File: src/rtl/mandelbrot_multilane.sv
// Multi-lane Mandelbrot raster engine: round-robin dispatch to LANES iterators, in-order pixel stream.
// Optional Julia mode is enabled by defining JULIA_MODE_EN (adds julia, jr, ji inputs).
module mandelbrot_multilane #(
    parameter int unsigned BITWIDTH = 10,
    parameter int unsigned CTRWIDTH = 10,
    parameter int unsigned LANES    = 2,
    parameter int unsigned OUTBITS  = 4,
    parameter int unsigned WIDTH    = 320,
    parameter int unsigned HEIGHT   = 240
) (
    input  logic                          clk,
    input  logic                          rst_n,
    input  logic                          run,
    input  logic                          abort,
    output logic                          running,
    output logic                          finished,
    output logic                          frame_done,
    input  logic [CTRWIDTH-1:0]           max_ctr,
    input  logic [$clog2(CTRWIDTH)-1:0]   ctr_shift,
    input  logic [6:0]                    scaling,
    input  logic [BITWIDTH-1:0]           cr_offset,
    input  logic [BITWIDTH-1:0]           ci_offset,
`ifdef JULIA_MODE_EN
    input  logic                          julia,
    input  logic [BITWIDTH-1:0]           jr,
    input  logic [BITWIDTH-1:0]           ji,
`endif
    output logic                          pix_valid,
    input  logic                          pix_ready,
    output logic [OUTBITS-1:0]            pix_data,
    output logic [$clog2(WIDTH)-1:0]      pix_x,
    output logic [$clog2(HEIGHT)-1:0]     pix_y
);
    // Fixed point: 3 integer bits (incl. sign), remaining bits fraction, so |z|^2 > 4 is the bailout.
    localparam int unsigned FRAC = BITWIDTH - 3;
    localparam int unsigned WW   = 2 * BITWIDTH + 2;
    localparam int unsigned LW   = (LANES > 1) ? $clog2(LANES) : 1;
    localparam int unsigned XW   = $clog2(WIDTH);
    localparam int unsigned YW   = $clog2(HEIGHT);
    localparam logic signed [WW-1:0] EscLim = WW'(1) << (2 * FRAC + 2);

    typedef enum logic [1:0] {StIdle, StIter, StDone} lane_st_e;

    typedef struct packed {
        logic signed [BITWIDTH-1:0] zr;
        logic signed [BITWIDTH-1:0] zi;
        logic                       ovf;
        logic                       size;
    } alu_res_t;

    function automatic alu_res_t alu(input logic signed [BITWIDTH-1:0] zr, input logic signed [BITWIDTH-1:0] zi,
                                     input logic signed [BITWIDTH-1:0] cr, input logic signed [BITWIDTH-1:0] ci,
                                     input logic first);
        logic signed [WW-1:0] rr, ii, ri, nr, ni, hr, hi;
        alu_res_t r;
        rr = WW'(zr) * WW'(zr);
        ii = WW'(zi) * WW'(zi);
        ri = WW'(zr) * WW'(zi);
        nr = first ? WW'(cr) : ((rr - ii) >>> FRAC) + WW'(cr);
        ni = first ? WW'(ci) : ((ri <<< 1) >>> FRAC) + WW'(ci);
        hr = nr >>> (BITWIDTH - 1);
        hi = ni >>> (BITWIDTH - 1);
        r.zr   = nr[BITWIDTH-1:0];
        r.zi   = ni[BITWIDTH-1:0];
        r.ovf  = !((hr == '0) || (hr == '1)) || !((hi == '0) || (hi == '1));
        r.size = (rr + ii) > EscLim;
        return r;
    endfunction

    function automatic logic [LW-1:0] lane_inc(input logic [LW-1:0] p);
        return (p == LW'(LANES - 1)) ? '0 : p + LW'(1);
    endfunction

    lane_st_e                   st_q    [LANES];
    logic signed [BITWIDTH-1:0] zr_q    [LANES];
    logic signed [BITWIDTH-1:0] zi_q    [LANES];
    logic signed [BITWIDTH-1:0] cr_q    [LANES];
    logic signed [BITWIDTH-1:0] ci_q    [LANES];
    logic [CTRWIDTH-1:0]        ctr_q   [LANES];
    logic                       first_q [LANES];
    logic                       ovf_q   [LANES];
    logic [XW-1:0]              px_q    [LANES];
    logic [YW-1:0]              py_q    [LANES];
    alu_res_t                   res     [LANES];
    logic                       esc     [LANES];

    logic [LW-1:0]       d_q, o_q, o_nxt;
    logic [XW-1:0]       dx_q;
    logic [YW-1:0]       dy_q;
    logic [BITWIDTH-1:0] dcr_q, dci_q, step;
    logic                disp_act_q, start, dispatch, transfer, last_pix;
    logic signed [BITWIDTH-1:0] ld_zr, ld_zi, ld_cr, ld_ci;
    logic                ld_first;
    logic [CTRWIDTH-1:0] shifted;
`ifdef JULIA_MODE_EN
    logic                julia_q;
`endif

    assign finished = ~running;
    assign step     = {{(BITWIDTH - 7){1'b0}}, scaling} + BITWIDTH'(1);
    assign start    = run & ~running & ~abort;
    assign dispatch = running & disp_act_q & (st_q[d_q] == StIdle);
    assign transfer = pix_valid & pix_ready;
    assign last_pix = (pix_x == XW'(WIDTH - 1)) && (pix_y == YW'(HEIGHT - 1));
    assign o_nxt    = transfer ? lane_inc(o_q) : o_q;
    assign shifted  = ctr_q[o_nxt] >> ctr_shift;

    always_comb begin
        ld_cr    = dcr_q;
        ld_ci    = dci_q;
        ld_zr    = '0;
        ld_zi    = '0;
        ld_first = 1'b1;
`ifdef JULIA_MODE_EN
        if (julia_q) begin
            ld_cr    = jr;
            ld_ci    = ji;
            ld_zr    = dcr_q;
            ld_zi    = dci_q;
            ld_first = 1'b0;
        end
`endif
        for (int l = 0; l < LANES; l++) begin
            res[l] = alu(zr_q[l], zi_q[l], cr_q[l], ci_q[l], first_q[l]);
            esc[l] = res[l].size | ovf_q[l] | (ctr_q[l] == max_ctr);
        end
    end

    always_ff @(posedge clk or negedge rst_n) begin
        if (!rst_n) begin
            running    <= 1'b0;
            frame_done <= 1'b0;
            pix_valid  <= 1'b0;
            pix_data   <= '0;
            pix_x      <= '0;
            pix_y      <= '0;
            d_q        <= '0;
            o_q        <= '0;
            dx_q       <= '0;
            dy_q       <= '0;
            dcr_q      <= '0;
            dci_q      <= '0;
            disp_act_q <= 1'b0;
`ifdef JULIA_MODE_EN
            julia_q    <= 1'b0;
`endif
            for (int l = 0; l < LANES; l++) begin
                st_q[l]    <= StIdle;
                zr_q[l]    <= '0;
                zi_q[l]    <= '0;
                cr_q[l]    <= '0;
                ci_q[l]    <= '0;
                ctr_q[l]   <= '0;
                first_q[l] <= 1'b0;
                ovf_q[l]   <= 1'b0;
                px_q[l]    <= '0;
                py_q[l]    <= '0;
            end
        end else if (abort) begin
            // In-flight work is dropped; the next run restarts the raster from scratch.
            running    <= 1'b0;
            frame_done <= 1'b0;
            pix_valid  <= 1'b0;
            disp_act_q <= 1'b0;
            for (int l = 0; l < LANES; l++) st_q[l] <= StIdle;
        end else begin
            frame_done <= 1'b0;
            if (start) begin
                running    <= 1'b1;
                d_q        <= '0;
                o_q        <= '0;
                dx_q       <= '0;
                dy_q       <= '0;
                dcr_q      <= cr_offset;
                dci_q      <= ci_offset;
                disp_act_q <= 1'b1;
`ifdef JULIA_MODE_EN
                julia_q    <= julia;
`endif
            end
            if (dispatch) begin
                d_q <= lane_inc(d_q);
                if (dx_q == XW'(WIDTH - 1)) begin
                    dx_q  <= '0;
                    dcr_q <= cr_offset;
                    dci_q <= dci_q + step;
                    dy_q  <= dy_q + YW'(1);
                    if (dy_q == YW'(HEIGHT - 1)) disp_act_q <= 1'b0;
                end else begin
                    dx_q  <= dx_q + XW'(1);
                    dcr_q <= dcr_q + step;
                end
            end
            for (int l = 0; l < LANES; l++) begin
                case (st_q[l])
                    StIdle: begin
                        if (dispatch && (d_q == LW'(l))) begin
                            st_q[l]    <= StIter;
                            zr_q[l]    <= ld_zr;
                            zi_q[l]    <= ld_zi;
                            cr_q[l]    <= ld_cr;
                            ci_q[l]    <= ld_ci;
                            first_q[l] <= ld_first;
                            ovf_q[l]   <= 1'b0;
                            ctr_q[l]   <= '0;
                            px_q[l]    <= dx_q;
                            py_q[l]    <= dy_q;
                        end
                    end
                    StIter: begin
                        if (esc[l]) begin
                            st_q[l] <= StDone;
                        end else begin
                            zr_q[l]    <= res[l].zr;
                            zi_q[l]    <= res[l].zi;
                            ovf_q[l]   <= res[l].ovf;
                            first_q[l] <= 1'b0;
                            ctr_q[l]   <= ctr_q[l] + CTRWIDTH'(1);
                        end
                    end
                    StDone: begin
                        if (transfer && (o_q == LW'(l))) st_q[l] <= StIdle;
                    end
                    default: st_q[l] <= StIdle;
                endcase
            end
            if (transfer) o_q <= o_nxt;
            // With one lane the lane being drained is also o_nxt; it must not look valid again.
            pix_valid <= running && (st_q[o_nxt] == StDone) && !(transfer && (o_nxt == o_q));
            if (st_q[o_nxt] == StDone) begin
                pix_data <= shifted[OUTBITS-1:0];
                pix_x    <= px_q[o_nxt];
                pix_y    <= py_q[o_nxt];
            end
            if (transfer && last_pix) begin
                running    <= 1'b0;
                frame_done <= 1'b1;
            end
        end
    end

endmodule

File: config.mk
export PLATFORM = sky130hd
export DESIGN_NAME = mandelbrot_multilane
export DESIGN_NICKNAME = d
export VERILOG_FILES = /design/src/rtl/mandelbrot_multilane.sv
export SDC_FILE = /design/constraint.sdc
export NUM_CORES = 2
export LEC_CHECK = 0
export BUFFER_PORTS_ARGS = -buffer_cell sky130_fd_sc_hd__buf_2
export CAP_MARGIN = 25
export CORE_ASPECT_RATIO = 0.8
export CORE_MARGIN = 5
export CORE_UTILIZATION = 60
export DETAILED_ROUTE_END_ITERATION = 8
export GPL_ROUTABILITY_DRIVEN = 0
export HOLD_SLACK_MARGIN = 0.06
export PLACE_DENSITY = 0.81
export SLEW_MARGIN = 25
export SYNTH_ARGS = -nofsm -noshare
export SYNTH_HDL_FRONTEND = slang
export SYNTH_SLANG_ARGS = --single-unit
File: constraint.sdc
create_clock -name clk -period 10 [get_ports clk]
set_input_delay 0.5 -clock clk [delete_from_list [all_inputs] [get_ports clk]]
set_output_delay 0.5 -clock clk [all_outputs]
set_load 0.02 [all_outputs]
# Word-level counts from Yosys, hierarchy flattened
# Index checks and enable logic that the tools add are counted.
# totals
register_bits	206
out_inout_bits	25
word_cells	226
# classes
add_sub_neg	17
multipliers	6
n_lt_le_gt_ge	4
n_eq_ne	26
shifts	1
n_mux	83
bitwise	15
reduce_logical	41
# ops
op	n
2-to-1 mux 10 bit	17
multiplier 10 x 10 -> 20 bit	6
one-hot mux 10 bit (2 select lines)	6
== test 22 bit (second input constant)	4
logical NOT 22 bit	4
2-to-1 mux 22 bit	4
adder 14 x 10 -> 15 bit	4
2-to-1 mux 9 bit	6
2-to-1 mux 8 bit	6
adder 20 x 20 -> 21 bit	2
> comparator 21 x 18 -> 1 bit (second input constant)	2
subtractor 20 x 20 -> 21 bit	2
2-to-1 mux 1 bit	25
2-to-1 mux 2 bit	12
adder 10 x 1 -> 10 bit (second input constant)	2
adder 10 x 8 -> 10 bit	2
== test 10 bit	2
== test 9 bit (second input constant)	2
!= test 3 bit (second input constant)	6
== test 8 bit (second input constant)	2
one-hot mux 2 bit (3 select lines)	2
AND reduction 3 bit	4
right shift 10 x 4 -> 4 bit	1
adder 9 x 1 -> 9 bit (second input constant)	1
22 further kinds	69

# Logic depth before layout (Yosys ltp)
# logic_depth
word_depth	11
depth_mapped	40
depth_no_buf	39

# Least setup slack after synthesis
# No wires, ideal clock.
# synth_path
path_type	register -> register
startpoint	register zr_q[19] (netlist name)
endpoint	register ovf_q[1] (netlist name)
setup_ns	0.135
t_arrival_ns	8.111
t_required_ns	9.865
slack_ns	1.754
path_stages_with_launch	30
path_buffers	3
path_cell_list	dfrtp_1 clkbuf_1 buf_1 nand2_1 inv_1 fa_1 fa_1 fa_1 fa_1 fa_1 ha_1 and2_1 a31o_2 a41o_1 o41ai_1 xnor2_1 ha_1 clkbuf_1 inv_1 a21oi_1 nor2_1 a31oi_1 o31a_1 xnor2_1 ha_1 o311ai_0 xnor2_1 or4_1 a2111oi_0 o41ai_1
# synth_between
elab_chain_len	10
word_cells_on_any_way	24
cone_classes	add/sub: 4; mul: 2; order compare: 1; eq/ne: 3; mux: 4; bitwise: 2; reduce/logical: 8
# synth_rtl
item	line_no	rtl
start, declared	75	logic signed [BITWIDTH-1:0] zr_q [LANES];
start signal, assigned by index	199	zr_q[l] <= ld_zr;
start signal, assigned by index	214	zr_q[l] <= res[l].zr;
multiplier 10 x 10 -> 20 bit	56	rr = WW'(zr) * WW'(zr);
subtractor 20 x 20 -> 21 bit	59	nr = first ? WW'(cr) : ((rr - ii) >>> FRAC) + WW'(cr);
adder 14 x 10 -> 15 bit	59	
2-to-1 mux 22 bit	59	
== test 22 bit or logical NOT 22 bit (tied branches)	65	r.ovf = !((hr == '0) || (hr == '1)) || !((hi == '0) || (hi == '1));
logical OR 1 bit	65	
logical NOT 1 bit	65	
logical OR 1 bit	65	
2-to-1 mux 1 bit	211	if (esc[l]) begin
one-hot mux 1 bit (2 select lines)	195	case (st_q[l])
end signal, assigned by index	216	ovf_q[l] <= res[l].ovf;
end, declared	81	logic ovf_q [LANES];
# Parallel ways exist; a longest one is shown, timed or not. The select of a mux whose other input is x is not followed.
# A chain may end at the register's enable or synchronous reset.

# Final worst setup path
# layout_path
startpoint	register zr_q[16] (netlist name)
endpoint	register ovf_q[1] (netlist name)
# The elaborated chain is that of the path after synthesis.

==> impl_results.md <==
- Sequential area share after synthesis: 13.6%
- Most common cell after layout, fill and taps aside: inv_1
- Capturing element type of the critical path: flop
- Critical path class: reg2reg
- Most used DFF post-synth: dfrtp_1
- Yosys warning count: 0
- Worst r2r path cells: 28
- Top-area cell type share of the netlist area: 27.2%
- HPWL after DPL: 74.6 mm
- Skew final: 0.0227 ns
- DR WL/cell: 17.6 microns
- Vias per inst: 5.74
- Final period util: 93.0%
- Vias: 30200
- Layout Nets: 5402
- Die Span Y: 235 microns
- Setup bufs post-CTS: 0
- Max-Cap Viols: 0
- CTS tree: built
- Reg2Reg Capture Point: ovf_q[1]$_DFFE_PN0P_
- Global-route wire length before repair: 154 mm
- Post-Synthesis Cells: 4411
- Die Wd: 291 microns
- Post-Route WL: 92.8 mm
- Max IR drop VDD: 0.000622 V
- Setup TNS: 0 ns
- Dpl ws: 0.902 ns
- HP Class: in2reg
- Final Hold Fails: 0
- CTS Buf Count: 24
- Clk Latency, worst-skew pair: 0.55 ns
- Cell Area, Synth: 37800 sq um
- Synth top area cells: fa_1, ha_1, dfrtp_1
- CP max-delay cell: dfrtp_1
- Final min period: 9.30 ns
- Worst EP arrival: 9.70 ns
- Most frequent cells in the layout: inv_1, nand2_1, fa_1, ha_1, nor2_1
- PD cells: 297 nW/um^2
- Crit path largest cell delay: 0.66 ns
- Num rows: 82
- Hold_sp: ci_offset[1]
- H-tree depth: 1
- Distinct cells, synth: 82
- Largest net degree at the start of global routing: 78
- Register share of total power: 12.3%
- Outcome: completed
- Cts repair resizes: 0
- Clock-pin slew on the worst setup and hold paths: 0.07 ns
- Vias in the first global route: 30500
- Post-synth EDFFs: 0
- Core area: 62500 sq um
- Area Overhead vs Synth: 5.47%
- Crit Path Max Fanout: 13
- CTS sink cnt: 206
- Diodes inserted: 0
- R2R setup slack: 0.70 ns
- GRT Util Overall: 27.2%
- DRT antenna net count: 0
- Internal: 0.00539 W
- Clk root buf: clkbuf_16
- Post-CTS Hold Buffers: 1
- LEAKAGE: 21.1 nW
- Initial DRC Count: 2694
- Hold path cells: 3
- Starting density of the core: 60.5%
- CP Launch Type: flop
- # DRC: 0
- Mapped Nets: 5409
- Net Sw Power: 0.00647 W
- FF+latch count, synth: 206
- Pre-Repair DR Iteration Count: 6
- Async set-or-reset flop fraction in the synthesized netlist: 100%
- Worst Tran Pin Value: 1.08 ns
- Synth area leader: fa_1
- Final Setup Violations: 0
- CP required: 10.40 ns
- Clock buffer depth: 3
- Clock Power Share: 7.9%
- Hold path endpoint: dci_q[1]$_DFFE_PN0N_
- Layout cells sized above 1: 4.91%
- # IOs: 71
- Initial antenna violation count: 2
- Final setup margin: 0.700 ns
- GRT overflow: 0
- Switch share: 54.6%
- RSZ-0062 raised after global routing: false
- Fillers: 5051
- Slew Limit Fails: 0
- Avg Cell Area, Syn: 8.57 sq um
- Die area: 68200 sq um
- Critical R2R Launch: zr_q[16]$_DFFE_PN0P_
- Combinational share of power: 79.8%
- Rel. slew slack: 27.9%
- Port-buffer cells: 70
- Fmax achieved: 108 MHz
[worst max-delay path, delay by kind of cell (launching register included)]
| family | cells | cell delay, ns |
|---|---|---|
| AO/OA/AOI/OAI | 9 | 2.71 |
| XOR/XNOR | 4 | 0.71 |
| adder cells (fa/ha/maj) | 8 | 3.26 |
| buffers and inverters | 3 | 0.76 |
| flip-flops | 1 | 0.66 |
| AND/OR/NAND/NOR | 4 | 1.05 |
[cell type report]
cell class                      instances  area, sq um  share of cell area (%)
Sequential cell                       206         5150                    12.9
Clock buffer                           31          657                    1.65
Inverter                              823         3090                    7.75
Multi-Input combinational cell       3231        29000                    72.7
Tap cell                              840         1050                    2.64
Timing Repair Buffer                  118          729                    1.83
Clock inverter                         13          185                   0.464
[layer usage]
layer / vias to the layer above / global-route usage [%] / wire length, microns
li1: 14100 / - / -
met4: 4 / 5.60 / 2090
met1: 14600 / 40.1 / 41200
met3: 187 / 5.62 / 9520
met5: - / 0 / 27
met2: 1272 / 42.1 / 40000
[cells by family after synthesis]
group,count (synthesis),share of synthesized area (%)
AND/OR/NAND/NOR,1339,16.6
buffers and inverters,974,9.75
adder cells (fa/ha/maj),952,41.7
AO/OA/AOI/OAI,630,10.6
XOR/XNOR,258,5.98
flip-flops,206,13.6
multiplexers,52,1.82
[per-stage QoR]
stage | total power [W] | instance area [sq um] | utilization (%) | hold WS [ns] | instances
floorplan | 0.00794 | 37800 | - | 0.204 | 4411
global placement | 0.0104 | 39000 | 62.4 | 0.459 | 5217
detailed placement | 0.0106 | 39000 | 62.4 | 0.462 | 5217
CTS | 0.0117 | 39900 | 63.8 | 0.202 | 5262
global route | 0.0127 | 39900 | 63.8 | 0.233 | 5262
finish | 0.0119 | 39900 | 63.8 | 0.219 | 5262
[sequential cells by signal, indices dropped and copies added, names as in the netlist, 4 cells and up]
name	count
pix_y	8
zi_q	20
st_q	4
dci_q	10
pix_x	9
dcr_q	10
zr_q	20
pix_data	4
py_q	16
ci_q	20
dy_q	8
px_q	18
ctr_q	20
cr_q	20
dx_q	9
[worst max-delay path by stage]
stage	startpoint	end	cells past startpoint
floorplan	zr_q[19]$_DFFE_PN0P_	ovf_q[1]$_DFFE_PN0P_	29
global placement	zi_q[14]$_DFFE_PN0P_	ovf_q[1]$_DFFE_PN0P_	33
detailed placement	zr_q[14]$_DFFE_PN0P_	ovf_q[1]$_DFFE_PN0P_	29
CTS	zr_q[16]$_DFFE_PN0P_	ovf_q[1]$_DFFE_PN0P_	28
global route	zi_q[2]$_DFFE_PN0P_	ovf_q[0]$_DFFE_PN0P_	36
finish	zr_q[16]$_DFFE_PN0P_	ovf_q[1]$_DFFE_PN0P_	28
[synthesized netlist by cell type (all sizes together), types with 6 or more instances]
| library cell | n |
|---|---|
| a211o | 8 |
| a211oi | 15 |
| a21o | 40 |
| a21oi | 187 |
| a22oi | 6 |
| a31o | 11 |
| a31oi | 22 |
| and2 | 126 |
| and3 | 38 |
| buf | 26 |
| clkbuf | 125 |
| clkinv | 14 |
| dfrtp | 206 |
| fa | 513 |
| ha | 439 |
| inv | 809 |
| mux2i | 35 |
| mux4 | 13 |
| nand2 | 545 |
| nand2b | 48 |
| nand3 | 80 |
| nand4 | 20 |
| nor2 | 254 |
| nor2b | 47 |
| nor3 | 80 |
| nor4 | 17 |
| o2111ai | 6 |
| o211ai | 19 |
| o21a | 28 |
| o21ai | 167 |
| o21bai | 25 |
| o22ai | 10 |
| o31a | 10 |
| o31ai | 28 |
| or2 | 12 |
| or3 | 35 |
| or4 | 13 |
| xnor2 | 187 |
| xor2 | 71 |
[power by group through the flow]
stage	Sequential (W)	Clock (W)	Combinational [W]
floorplan	0.00124	0	0.00670
global placement	0.00143	0	0.00900
detailed placement	0.00144	0	0.00920
CTS	0.00143	0.000943	0.00928
global route	0.00147	0.000979	0.0102
finish	0.00146	0.000941	0.00946
Power figures use the tool's default switching activity.
